$ cat config.mk
export PLATFORM = sky130hd
export DESIGN_NAME = reg_bank_32x32
export DESIGN_NICKNAME = d
export VERILOG_FILES = /design/src/rtl/reg_bank_32x32.sv
export SDC_FILE = /design/constraint.sdc
export NUM_CORES = 2
export LEC_CHECK = 0
export ABC_AREA = 1
export CORE_MARGIN = 4
export CORE_UTILIZATION = 60
export DETAILED_ROUTE_END_ITERATION = 8
export DONT_BUFFER_PORTS = 1
export PLACE_DENSITY_LB_ADDON = 0.05
export SYNTH_ARGS = -nofsm -noshare
export SYNTH_HDL_FRONTEND = slang
export SYNTH_SLANG_ARGS = --single-unit
$ cat constraint.sdc
create_clock -name clk -period 5.55 [get_ports clk]
set_input_delay 0.555 -clock clk [delete_from_list [all_inputs] [get_ports clk]]
set_output_delay 0.555 -clock clk [all_outputs]
set_load 0.01 [all_outputs]
$ cat src/rtl/reg_bank_32x32.sv
// rtl/reg_bank_32x32.sv - 32x32 register file, one write port, two registered read ports
module reg_bank_32x32 #(
  parameter int DATA_W   = 32,
  parameter int SP_INDEX = 29,
  parameter int SP_RESET = 227
) (
  input  logic              clk,
  input  logic              reset,
  input  logic              reg_write,
  input  logic [4:0]        write_reg,
  input  logic [DATA_W-1:0] write_data,
  input  logic [4:0]        read_reg1,
  input  logic [4:0]        read_reg2,
  output logic [DATA_W-1:0] read_data1,
  output logic [DATA_W-1:0] read_data2
);

  // Register 0 has no storage; entries 1..31 only.
  logic [DATA_W-1:0] regs [1:31];
  logic [31:0]       write_en;
  logic              bypass1;
  logic              bypass2;
  logic [DATA_W-1:0] stored1;
  logic [DATA_W-1:0] stored2;

  // Read mux over stored entries; index 0 falls through to zero.
  function automatic logic [DATA_W-1:0] lookup(input logic [4:0] idx);
    logic [DATA_W-1:0] result;
    result = '0;
    for (int i = 1; i < 32; i++) begin
      if (idx == 5'(i)) result = regs[i];
    end
    return result;
  endfunction

  // One-hot write decode; bit 0 is forced low so writes to register 0 vanish.
  always_comb begin
    write_en = '0;
    if (reg_write) write_en[write_reg] = 1'b1;
    write_en[0] = 1'b0;
  end

  // Same-edge write to a read index forwards the new data to that port.
  always_comb begin
    bypass1 = write_en[read_reg1];
    bypass2 = write_en[read_reg2];
    stored1 = lookup(read_reg1);
    stored2 = lookup(read_reg2);
  end

  // Storage update: reset loads clear/stack-pointer values and wins over a write.
  always_ff @(posedge clk) begin
    for (int i = 1; i < 32; i++) begin
      if (reset) begin
        regs[i] <= (i == SP_INDEX) ? DATA_W'(SP_RESET) : '0;
      end else if (write_en[i]) begin
        regs[i] <= write_data;
      end
    end
  end

  // Registered read ports with write-through bypass.
  always_ff @(posedge clk) begin
    if (reset) begin
      read_data1 <= '0;
      read_data2 <= '0;
    end else begin
      read_data1 <= bypass1 ? write_data : stored1;
      read_data2 <= bypass2 ? write_data : stored2;
    end
  end

endmodule

==> impl_metrics.tcl <==
set metrics [dict create \
    outcome "completed" \
    fmax_mhz 251.5 \
    drt-pass1-iter-count 7 \
    postCtsSetupBuffers 0 \
    setup_viol 0 \
    final-seq-area_um2 31070 \
    maxCapViolCount 0 \
    dp.cells 7341 \
    grt_pass1_wl_mm 307.3 \
    cts-buffers-inserted 109 \
    ir_drop_mv 0.2961 \
    clk_latency_ns 0.73 \
    critPathKind "input port to flop" \
    synth_compound_area_frac 0.02770 \
    die_x_um 306.7 \
    clk_pin_slew_ns 0.06 \
    place.gp.congestion 1.046 \
    netlist_instances 6437 \
    timing.slew.headroom 0.1482 \
    die_h_um 306.7 \
    via_per_inst 6.405 \
    synthMuxAreaShare 0 \
    critPathMaxStageDelay_ns 0.64 \
    worst_path_dominant_cell_family "simple AND/OR/NAND/NOR gates" \
    wirelength_mm 215.4 \
    area_growth_pct 9.748 \
    grt_pass1_vias 44990 \
    fin_crit_sh 0.7163 \
    portBuffers 0 \
    synth.net_count 6487 \
    vias 48350 \
    cp.buffers_inverters 4 \
    synth_area_leaders "edfxtp_1 56%, nor2_1 13%, nand2_1 11%, nand4_1 6.4%, inv_1 3.6%" \
    finalSetupTns_ns 0 \
    drc_errors 0 \
    hold_viol 0 \
    rrSetupSlack_ns 1.78 \
    yosysMostFrequentCell "nor2_1" \
    critPathCaptureType "flop" \
    fin_cells 7549 \
    finalNetCount 6338 \
    p_leak_uw 0.02320 \
    grt_max_degree 55 \
    row_count 109 \
    overflow 0 \
    hp-class "input port to flop" \
    p_per_area_nw_per_um2 326.0 \
    dpl.hpwl_mm 138.6 \
    clock-sinks 1056 \
    start_util 0.6057 \
    rsz0062_at_grt "no" \
    multi_input_area_um2 19120 \
    ant_nets 0 \
    clockBufferDepth 3 \
    drv_slew 0 \
    postSynthAreaPerCell_um2 8.315 \
    ys_types 39 \
    worstMarginPinSlew_ns 1.278 \
    crit_arrival_ns 4.59 \
    fin_crit_ns 3.975 \
    crit_fanout 15 \
    cpMaxStageDelayCell "nand3_1" \
    synth-xor-area-share 0 \
    synth-adder-area-share 0 \
    cts_tree "built" \
    synthDominantCellAreaShare 0.5565 \
    synthSimpleGateAreaFrac 0.3227 \
    ios 114 \
    ys_ff_latch 1056 \
    grtUsageTotal 0.4489 \
    synthTopCellsByCount "1843 x nor2_1, 1613 x nand2_1, 992 x edfxtp_1, 550 x nand4_1, 519 x inv_1" \
    drt_iter0_markers 8568 \
    synth_edf_count 992 \
    ctsHtreeMaxLevel 3 \
    core-area_um2 88370 \
    yosysWarningCount 0 \
    avgRoutedWirePerCell_um 28.54 \
    path_cells "inv_1, nor2_1, nand3_1, buf_4, buf_4, or2_2, nand2_1, nand4_1, nor2_1, nand4_1, nor2_1, nand4_1, nor2_1, nand4_1, nor2_1, nand4_1, nor2_1, nand4_1, nand2_1, inv_1" \
    post_synth_instance_area_um2 53530 \
    fillers 7170 \
    yosysSeqAreaShare 0.5805 \
    cts_root_buf "clkbuf_16" \
    async_reset_ff_frac 0 \
    antenna_found_initial 10 \
    synth-main-ff-cell "edfxtp_1" \
    skew_ns 0.03456 \
    layout-drive-gt1-share 0.07161 \
    crit_path_start_kind "input port" \
    yosys.area.top_type "edfxtp_1" \
    worstPathRequired_ns 6.16 \
    synth_top_family_by_area "simple AND/OR/NAND/NOR gates" \
    design.die.area_um2 94050 \
]
[registers in the layout, summed over array words and instances, names as in the netlist]
signal      cells
regs          992
read_data2     32
read_data1     32
[timing repair]
item | in CTS | in global routing
hold buffers | 1 | 0
endpoints found under the hold margin | 1 | 0
gates resized for setup | 0 | 0
[per-layer routing]
layer / track usage / share of wire / up-vias
met5: 0.008595 / 0.0015 / -
met4: 0.2510 / 0.069 / 16
met3: 0.1690 / 0.17 / 735
met2: 0.6350 / 0.41 / 4164
met1: 0.5978 / 0.35 / 22630
li1: - / - / 20800
[report_power, final]
part / internal (uW) / switching [uW]
Sequential: 9180 / 304
Clock: 4640 / 3230
Combinational: 359 / 1430
Total: 14200 / 4970
[path summary, 6_finish.rpt]
| kind | from | end | depth (start not counted) |
|---|---|---|---|
| hold reg to reg | regs[0][954] | read_data2[26] | 4 |
| hold / removal | write_data[21] | read_data1[21] | 2 |
| setup reg to reg | regs[0][92] | read_data1[28] | 18 |
| setup / recovery | read_reg2[3] | read_data2[30] | 20 |
[cells in the final DEF, fill, tap and decap left out, drive strengths merged, types with 32 or more instances in the layout]
cell type / instances
nor2: 1847
nand2: 1616
edfxtp: 992
nand4: 550
inv: 531
buf: 169
clkbuf: 129
o21ai: 119
nand3: 84
a21oi: 67
dfxtp: 64
clkinv: 58
o2111ai: 34
or2: 32
[per-stage QoR]
stage	utilization	instance area, um^2	worst slack, ns	power (uW)	hold WS (ns)
6_report	0.6647	58740	1.575	19150	0.02205
3_5_place_dp	0.6218	54960	1.193	11310	0.5607
3_3_place_gp	0.6218	54960	1.229	11290	0.5666
2_1_floorplan	-	53530	1.652	10460	0.5376
4_1_cts	0.6646	58740	1.935	19000	0.005419
5_1_grt	0.6646	58740	1.639	19560	0.02805
[logic make-up (layout without fill, tap and decap cells)]
group / Yosys count / count (layout)
flops: 1056 / 1056
buf+inv: 969 / 914
other cells: 0 / 2
compound gates: 253 / 253
simple gates: 4159 / 4159
[cell type report]
type,count,share of cell area
Timing Repair Buffer,170,0.02198
Inverter,539,0.03451
Tap cell,1165,0.02481
Multi-Input combinational cell,4412,0.3255
Antenna cell,2,0.00008520
Sequential cell,1056,0.5289
Clock inverter,76,0.01561
Clock buffer,129,0.04861
[worst register-to-register path: stages (launching register included)]
cell and delay [ns]:
edfxtp_1 0.39, nand4_1 0.11, nand2_1 0.06, nor2_1 0.47, nand4_1 0.26, nand2_1 0.14, nand4_1 0.09, nor2_1 0.40
nand4_1 0.16, nor2_1 0.18, nand4_1 0.15, nor2_1 0.25, nand4_1 0.14, nor2_1 0.34, nand4_1 0.14, nor2_1 0.11
nand4_1 0.08, nor2_1 0.10, nor2_1 0.04
No activity file was read; power rests on OpenSTA's default activity.
